$ cat config.mk
export PLATFORM = sky130hd
export DESIGN_NAME = haar_stage_param_reader
export DESIGN_NICKNAME = d
export VERILOG_FILES = /design/src/rtl/haar_params_pkg.sv /design/src/rtl/haar_record_assembler.sv /design/src/rtl/haar_stage_param_reader.sv
export SDC_FILE = /design/constraint.sdc
export NUM_CORES = 1
export LEC_CHECK = 0
export ABC_CLOCK_PERIOD_IN_PS = 2850
export CAP_MARGIN = 5
export CORE_AREA = 2 2 149 151
export CTS_CLUSTER_SIZE = 28
export DETAILED_ROUTE_END_ITERATION = 10
export DIE_AREA = 0 0 151 153
export MAX_ROUTING_LAYER = met4
export PLACE_DENSITY = 0.71
export SYNTH_ARGS = -nofsm -noshare
export SYNTH_HDL_FRONTEND = slang
export SYNTH_SLANG_ARGS = --single-unit
$ cat constraint.sdc
create_clock -name clk_fpga -period 2.85 [get_ports clk_fpga]
set_input_delay 0.855 -clock clk_fpga [delete_from_list [all_inputs] [get_ports clk_fpga]]
set_output_delay 0.855 -clock clk_fpga [all_outputs]
set_load 0.02 [all_outputs]
$ cat src/rtl/haar_params_pkg.sv
// haar_params_pkg: store layout constants, pass states and address helper shared by loader, reader and evaluator
package haar_params_pkg;
  localparam int NPPC = 19;
  localparam int NST = 3;
  typedef enum logic [2:0] {
    IDLE,
    FETCH_CLS,
    PRESENT_CLS,
    FETCH_THR,
    PRESENT_THR
  } state_t;
  function automatic int unsigned param_addr(input int unsigned k, input int unsigned p, input int unsigned nppc);
    return k * nppc + p;
  endfunction
endpackage

$ cat src/rtl/haar_record_assembler.sv
// haar_record_assembler: walks len consecutive store addresses and strobes each byte slot as its data returns
module haar_record_assembler #(
  parameter int ADDR_WIDTH = 10,
  parameter int CW = 5
) (
  input  logic                  clk_fpga,
  input  logic                  reset_fpga,
  input  logic                  load,
  input  logic                  kill,
  input  logic [ADDR_WIDTH-1:0] base,
  input  logic [CW-1:0]         len,
  output logic [ADDR_WIDTH-1:0] mem_address,
  output logic                  wr_en,
  output logic [CW-1:0]         wr_slot,
  output logic                  wr_last
);
  logic          active;
  logic [CW-1:0] cnt;
  logic [CW-1:0] len_q;
  // one address per cycle; the slot strobe trails its address by a cycle to line up with mem_q
  always_ff @(posedge clk_fpga) begin
    if (!reset_fpga) begin
      active      <= 1'b0;
      cnt         <= '0;
      len_q       <= '0;
      mem_address <= '0;
      wr_en       <= 1'b0;
      wr_slot     <= '0;
      wr_last     <= 1'b0;
    end else begin
      wr_en   <= active && !kill;
      wr_slot <= cnt;
      wr_last <= active && !kill && cnt == len_q - CW'(1);
      if (kill) active <= 1'b0;
      else if (load) begin
        mem_address <= base;
        cnt         <= '0;
        len_q       <= len;
        active      <= 1'b1;
      end else if (active && cnt == len_q - CW'(1)) active <= 1'b0;
      else if (active) begin
        mem_address <= mem_address + ADDR_WIDTH'(1);
        cnt         <= cnt + CW'(1);
      end
    end
  end
endmodule

$ cat src/rtl/haar_stage_param_reader.sv
// haar_stage_param_reader: streams one stage's classifier records and threshold record out of the parameter store
module haar_stage_param_reader
  import haar_params_pkg::*;
#(
  parameter int ADDR_WIDTH               = 10,
  parameter int DATA_WIDTH_8             = 8,
  parameter int NUM_CLASSIFIERS          = 10,
  parameter int NUM_PARAM_PER_CLASSIFIER = NPPC,
  parameter int NUM_STAGE_THRESHOLD      = NST,
  parameter int INDEX_WIDTH              = 8
) (
  input  logic                                           clk_fpga,
  input  logic                                           reset_fpga,
  input  logic                                           store_ready,
  input  logic                                           start,
  output logic                                           busy,
  output logic                                           done,
  output logic                                           abort,
  output logic [ADDR_WIDTH-1:0]                          mem_address,
  input  logic [DATA_WIDTH_8-1:0]                        mem_q,
  output logic                                           cls_valid,
  input  logic                                           cls_ready,
  output logic [DATA_WIDTH_8*NUM_PARAM_PER_CLASSIFIER-1:0] cls_data,
  output logic [INDEX_WIDTH-1:0]                         cls_index,
  output logic                                           cls_last,
  output logic                                           thr_valid,
  input  logic                                           thr_ready,
  output logic [DATA_WIDTH_8*NUM_STAGE_THRESHOLD-1:0]    thr_data
);
  localparam int MAXN = NUM_PARAM_PER_CLASSIFIER > NUM_STAGE_THRESHOLD ? NUM_PARAM_PER_CLASSIFIER : NUM_STAGE_THRESHOLD;
  localparam int CW = $clog2(MAXN + 1);
  state_t                state;
  logic                  kill;
  logic                  start_ok;
  logic                  cls_hs;
  logic                  load;
  logic [ADDR_WIDTH-1:0] base;
  logic [CW-1:0]         len;
  logic                  wr_en;
  logic                  wr_last;
  logic [CW-1:0]         wr_slot;
  // next fetch request: a fresh pass starts at 0, otherwise the record after the one just handed off
  always_comb begin
    kill     = state != IDLE && !store_ready;
    start_ok = state == IDLE && start && store_ready;
    cls_hs   = state == PRESENT_CLS && cls_ready;
    load     = !kill && (start_ok || cls_hs);
    base     = start_ok ? '0 :
               cls_last ? ADDR_WIDTH'(param_addr(NUM_CLASSIFIERS, 0, NUM_PARAM_PER_CLASSIFIER)) :
                          ADDR_WIDTH'(param_addr(32'(cls_index) + 1, 0, NUM_PARAM_PER_CLASSIFIER));
    len      = cls_hs && cls_last ? CW'(NUM_STAGE_THRESHOLD) : CW'(NUM_PARAM_PER_CLASSIFIER);
  end
  haar_record_assembler #(
    .ADDR_WIDTH(ADDR_WIDTH),
    .CW        (CW)
  ) u_asm (
    .clk_fpga   (clk_fpga),
    .reset_fpga (reset_fpga),
    .load       (load),
    .kill       (kill),
    .base       (base),
    .len        (len),
    .mem_address(mem_address),
    .wr_en      (wr_en),
    .wr_slot    (wr_slot),
    .wr_last    (wr_last)
  );
  // pass sequencer: owns the state, record registers and handshake outputs; a store_ready drop wins over everything
  always_ff @(posedge clk_fpga) begin
    if (!reset_fpga) begin
      state     <= IDLE;
      busy      <= 1'b0;
      done      <= 1'b0;
      abort     <= 1'b0;
      cls_valid <= 1'b0;
      thr_valid <= 1'b0;
      cls_data  <= '0;
      thr_data  <= '0;
      cls_index <= '0;
      cls_last  <= 1'b0;
    end else begin
      done  <= 1'b0;
      abort <= 1'b0;
      if (wr_en && state == FETCH_CLS) cls_data[DATA_WIDTH_8*wr_slot +: DATA_WIDTH_8] <= mem_q;
      if (wr_en && state == FETCH_THR) thr_data[DATA_WIDTH_8*wr_slot +: DATA_WIDTH_8] <= mem_q;
      if (kill) begin
        state     <= IDLE;
        busy      <= 1'b0;
        cls_valid <= 1'b0;
        thr_valid <= 1'b0;
        abort     <= 1'b1;
      end else begin
        case (state)
          IDLE: if (start_ok) begin
            state     <= FETCH_CLS;
            busy      <= 1'b1;
            cls_index <= '0;
            cls_last  <= NUM_CLASSIFIERS == 1;
          end
          FETCH_CLS: if (wr_en && wr_last) begin
            state     <= PRESENT_CLS;
            cls_valid <= 1'b1;
          end
          PRESENT_CLS: if (cls_ready) begin
            cls_valid <= 1'b0;
            state     <= cls_last ? FETCH_THR : FETCH_CLS;
            if (!cls_last) begin
              cls_index <= cls_index + INDEX_WIDTH'(1);
              cls_last  <= cls_index == INDEX_WIDTH'(NUM_CLASSIFIERS - 2);
            end
          end
          FETCH_THR: if (wr_en && wr_last) begin
            state     <= PRESENT_THR;
            thr_valid <= 1'b1;
          end
          PRESENT_THR: if (thr_ready) begin
            thr_valid <= 1'b0;
            done      <= 1'b1;
            busy      <= 1'b0;
            state     <= IDLE;
          end
          default: state <= IDLE;
        endcase
      end
    end
  end
endmodule

== Word-level counts from Yosys, hierarchy flattened ==
Cells that the tools add are included.

* $add $sub $neg: 6
* Multipliers: 1
* Eq/ne operators: 13
* Shift operators: 4
* Mux-type cells: 37
* Bitwise gates (word level): 3
* Reduce and logical (&&, ||, !) cells: 33

{| class="wikitable"
|+ Operator list
! kind !! number
|-
| 152-bit bitwise mux || 1
|-
| 8-bit by 34-bit variable shift with 152-bit output, first input constant || 1
|-
| 8-bit by 34-bit indexed part select with 152-bit output || 1
|-
| 10-bit two-way mux || 5
|-
| 8-bit negation with 34-bit output || 1
|-
| 8-bit by 34-bit variable shift with 24-bit output, first input constant || 1
|-
| 8-bit by 34-bit indexed part select with 24-bit output || 1
|-
| 24-bit bitwise mux || 1
|-
| 8-bit two-way mux || 3
|-
| 5-bit two-way mux || 4
|-
| 8-bit case mux with 2 select lines || 1
|-
| 3-bit two-way mux || 5
|-
| 3-bit case mux with 5 select lines || 1
|-
| 1-bit logical AND || 12
|-
| 3-bit AND reduction || 4
|-
| 2-bit nonzero test || 6
|-
| 1-bit two-way mux || 11
|-
| 10-bit by 1-bit adder with 10-bit output, second input constant || 1
|-
| 9-bit by 5-bit multiplier with 10-bit output, second input constant || 1
|-
| 2-bit != test, second input constant || 5
|-
| 5-bit AND reduction || 2
|-
| 8-bit by 1-bit adder with 9-bit output, second input constant || 1
|-
| 8-bit by 1-bit adder with 8-bit output, second input constant || 1
|-
| 8-bit by 4-bit equality test with 1-bit output, second input constant || 1
|-
| 18 further kinds || 26
|}

* Flip-flop bits (word level): 221
* Input bits: 14

== Longest topological paths before layout ==
* Depth after elaboration: 7
* Depth in mapped cells: 14
* Gate-level depth less buffers: 14

== Cells and area by module ==
A second synthesis with hierarchy kept.

* Cell total of the unflattened synthesis: 1144
* Area, all modules: 10147.2 um2

{| class="wikitable"
|+ Modules (own cells, without submodules)
! module !! times used !! cells each !! area each (um2) !! seq. area each (um2)
|-
| haar_stage_param_reader || 1 || 966 || 8614.5 || 3863.7
|-
| haar_record_assembler || 1 || 178 || 1532.7 || 560.5
|}

== Worst setup path before layout ==
No wires, ideal clock.

* Path type: reg-to-reg
* Start: register cls_index[0]
* End: register u_asm.mem_address[8]
* Setup time: 119 ps
* Arrival: 3173 ps
* Required time: 2731 ps
* Path slack: -442 ps
* Stages on the path, launching flop included: 14
* Buffers on the path: 1
* Clock period less this slack: 3292 ps
* Cell sequence: dfxtp_1 -> clkbuf_1 -> inv_1 -> ha_1 -> ha_1 -> inv_1 -> fa_1 -> inv_1 -> ha_1 -> a21oi_1 -> o21ai_0 -> xnor2_1 -> nor2_1 -> o221a_2

* Word-level cells in the longest chain between the ends: 5

{| class="wikitable"
|+ RTL lines
! item !! RTL line !! RTL
|-
| from (decl) || haar_stage_param_reader.sv:24 || <nowiki>output logic [INDEX_WIDTH-1:0] cls_index,</nowiki>
|-
| from (signal assigned) || haar_stage_param_reader.sv:108 || <nowiki>cls_index <= cls_index + INDEX_WIDTH'(1);</nowiki>
|-
| 8-bit by 1-bit adder with 9-bit output || haar_stage_param_reader.sv:50 || <nowiki>ADDR_WIDTH'(param_addr(32'(cls_index) + 1, 0, NUM_PARAM_PER_CLASSIFIER));</nowiki>
|-
| 9-bit by 5-bit multiplier with 10-bit output || haar_params_pkg.sv:13 || <nowiki>return k * nppc + p;</nowiki>
|-
| 10-bit two-way mux || haar_stage_param_reader.sv:49 || <nowiki>cls_last ? ADDR_WIDTH'(param_addr(NUM_CLASSIFIERS, 0, NUM_PARAM_PER_CLASSIFIER)) :</nowiki>
|-
| 10-bit two-way mux || haar_stage_param_reader.sv:48 || <nowiki>base = start_ok ? '0 :</nowiki>
|-
| 10-bit two-way mux || haar_record_assembler.sv:35 || <nowiki>else if (load) begin</nowiki>
|-
| to (signal assigned) || haar_record_assembler.sv:36 || <nowiki>mem_address <= base;</nowiki>
|-
| to (signal assigned) || haar_record_assembler.sv:42 || <nowiki>mem_address <= mem_address + ADDR_WIDTH'(1);</nowiki>
|-
| to (decl) || haar_record_assembler.sv:12 || <nowiki>output logic [ADDR_WIDTH-1:0] mem_address,</nowiki>
|}

No other way between the ends.
A chain may end at the register's enable or synchronous reset.

== Final worst setup path ==
* Start: register cls_index[0]
* End: register u_asm.mem_address[6]

The elaborated chain is that of the path after synthesis.

==> impl_metrics.py <==
metrics = {
    "outcome": {
        "status": "finished clean",
    },
    "timing": {
        "final.setup.worst_slack_ns": 0.0318,
        "period_minus_slack_ns": 2.82,
        "tightest_slew_ns": 0.654,
        "timing.slew.headroom_pct": 56.4,
        "setup_violations": 0,
        "fmax_mhz": 355,
        "finClkSkew_ns": 0.0122,
        "grt_setup_unrepaired": "true",
        "maxSlewViolCount": 0,
        "finalHoldViolations": 0,
        "min_period_over_period_pct": 98.9,
    },
    "routing": {
        "firstDrtPassIters": 9,
        "first_iter_violations": 560,
        "wire_per_inst_um": 17.5,
        "vias": 9025,
        "viasPerCell": 5.36,
        "ant_nets": 0,
        "routed_wl_um": 29500,
        "drc": 0,
    },
    "clocking": {
        "cts_made_buffers": 23,
        "cts_sinks": 218,
        "tritoncts": "yes",
        "clock-root-buffer": "clkbuf_16",
        "cts_buffer_depth": 3,
        "clk_pin_slew_ns": 0.06,
        "htreeDepth": 1,
        "clk-insertion-delay-late_ns": 0.52,
    },
    "synth": {
        "yosysUniqueCellTypes": 69,
        "yosys.area.top_type": "dfxtp_1",
        "synth_commonest_cells": "218 x dfxtp_1, 173 x nor2_1, 133 x a21oi_1",
        "synth.most_common_cell": "dfxtp_1",
        "syn_area_per_cell_um2": 8.45,
        "ys_top_cells_by_area": "dfxtp_1 46%, mux2i_1 7.0%, a21oi_1 7.0%, nor2_1 6.8%, nand2_1 4.6%",
        "ys_warn_count": 0,
        "netlist_area_um2": 9550,
        "yosys_register_bits": 218,
        "ys_async_sr_fraction_pct": 0,
        "synth_top_area_share_pct": 45.7,
        "synth_edf_count": 0,
        "synth-seq-area-share_pct": 45.7,
        "synth.net_count": 1169,
        "netlist_instances": 1129,
        "synth_ff_type": "dfxtp_1",
    },
    "place": {
        "io_buffers": 213,
        "globalplace.congestion": 0.925,
        "place_ws_ns": -0.0568,
        "placed_cells": 1633,
        "dp_hpwl_um": 21200,
    },
    "setup_path": {
        "cp_cell_sequence": "ha_4 > nand3_2 > xnor2_2 > ha_1 > inv_1 > fa_1 > inv_1 > ha_4 > a21oi_4 > buf_4 > xor2_1 > o32ai_1 > nand3_1 > o21ai_0",
        "cp-start-kind": "flip-flop",
        "crit_required_ns": 3.25,
        "max_stage_delay_ns": 0.54,
        "crit_family": "adder cells",
        "cp.buffers_inverters": 3,
        "path_max_fanout": 6,
        "critPathCaptureType": "flip-flop",
        "crit_type": "reg2reg",
        "critPathArrivalTime_ns": 3.22,
        "cp_slowest_cell": "fa_1",
    },
    "floorplanning": {
        "die_area_um2": 23100,
        "fp.dieW_um": 151,
        "core_area_um2": 21500,
        "boundaryPins": 214,
        "start_util_pct": 44.4,
        "die_h_um": 153,
        "rows": 54,
    },
    "power": {
        "ir_drop_mv": 0.420,
        "totalPowerFinal_w": 0.00691,
        "leakagePower_nw": 5.01,
        "power_density_nw_per_um2": 508,
    },
    "layout": {
        "fill_cells": 1842,
        "antenna_cells": 0,
        "synthToLayoutAreaGrowth_pct": 42.6,
        "fin_cells": 1685,
        "post_route_cells_drive_above_1_share_pct": 13.7,
        "finalNetCount": 1428,
    },
    "global_routing": {
        "grt_overflow_total": 0,
        "grt_max_degree": 53,
        "grt_antenna_before_repair": 0,
        "grt.total_usage_pct": 25.5,
        "grt_pass1_wl_um": 46000,
        "grt_pass1_vias": 8460,
    },
    "hold_path": {
        "hold_class": "reg2reg",
    },
    "run": {
        "maxCapViolCount": 0,
    },
}
==> repair_timing <==
item / CTS / global route
hold buffers: 0 / 0
gates resized for setup: 4 / 15
setup endpoints to repair: 2 / 22
setup buffers: 0 / 10
pin swaps: 1 / 11
==> routing by layer <==
metal  track usage (%)  wire [um]  vias to the layer above
met2              40.1      13800                      331
li1                  -          -                     4384
met5                 -          0                        -
met4              6.94        745                        0
met1              34.1      12700                     4250
met3              4.36       2280                       60
==> worst register-to-register path, cell delays in order, from the launching register on <==
cell     delay [ns]
dfxtp_4        0.38
ha_4           0.15
nand3_2        0.11
xnor2_2        0.17
ha_1           0.28
inv_1          0.05
fa_1           0.54
inv_1          0.07
ha_4           0.25
a21oi_4        0.15
buf_4          0.13
xor2_1         0.14
o32ai_1        0.10
nand3_1        0.10
o21ai_0        0.07
==> power by group <==
group / internal, W / leakage (nW) / total (W) / switching, W
clock: 0.00226 / 0.446 / 0.00351 / 0.00124
combinational: 0.000123 / 2.80 / 0.000333 / 0.000210
sequential: 0.00306 / 1.76 / 0.00308 / 0.0000195
total: 0.00544 / 5.01 / 0.00691 / 0.00147
==> sequential cells by signal, indices dropped and copies added, names as in the netlist <==
register,cells
cls_index,8
thr_data,24
cls_last,1
state,3
u_asm.wr_last,1
u_asm.cnt,5
busy,1
cls_valid,1
thr_valid,1
cls_data,152
u_asm.active,1
u_asm.mem_address,10
u_asm.wr_slot,5
abort,1
u_asm.len_q,2
done,1
u_asm.wr_en,1
==> logic make-up after synthesis <==
group | Yosys count | share of synthesized area, %
simple gates | 504 | 25.4
flops | 218 | 45.7
compound gates | 186 | 11.1
buf+inv | 101 | 4.27
mux | 68 | 7.14
xor+xnor | 26 | 2.53
fa+ha+maj | 26 | 3.80
==> final timing paths <==
kind	startpoint	endpoint	slack [ns]	cells past startpoint
hold reg to reg	cls_data[26]$_SDFFE_PN0P_	cls_data[26]$_SDFFE_PN0P_	0.45	2
setup reg to reg	cls_index[0]$_SDFFE_PN0P_	u_asm.mem_address[6]$_SDFFE_PN0P_	0.03	14
hold / removal	cls_data[26]$_SDFFE_PN0P_	cls_data[26]$_SDFFE_PN0P_	0.45	2
setup / recovery	cls_index[0]$_SDFFE_PN0P_	u_asm.mem_address[6]$_SDFFE_PN0P_	0.03	14
==> placed cells by master (no fill, tap or decap), drive strengths merged, types with 13 or more instances in the layout <==
master           n
dfxtp          218
clkdlybuf4s50  213
nor2           178
a21oi          133
nand2          117
buf             90
nand3           78
mux2i           67
nor3            36
clkbuf          34
inv             32
o21ai           23
ha              21
and2            18
xnor2           15
or3             13
==> metrics by stage <==
step / cell area (um2) / hold WS, ns / setup TNS, ns / util, %
3_5_place_dp: 12500 / 0.446 / -0.0852 / 58.2
5_1_grt: 13600 / 0.466 / -0.405 / 63.3
3_3_place_gp: 12500 / 0.438 / -0.00813 / 58.2
2_1_floorplan: 9690 / 0.459 / -0.00594 / -
4_1_cts: 13400 / 0.455 / 0 / 62.6
6_report: 13600 / 0.451 / 0 / 63.3
==> final cells by class <==
class	count	area (um2)	area share, %
Clock buffer	33	704	5.18
Clock inverter	9	203	1.49
Inverter	31	121	0.892
Multi-Input combinational cell	810	5000	36.7
Sequential cell	218	4380	32.2
Tap cell	280	350	2.57
Timing Repair Buffer	304	2850	21.0
(Power assumes the default switching activity.)
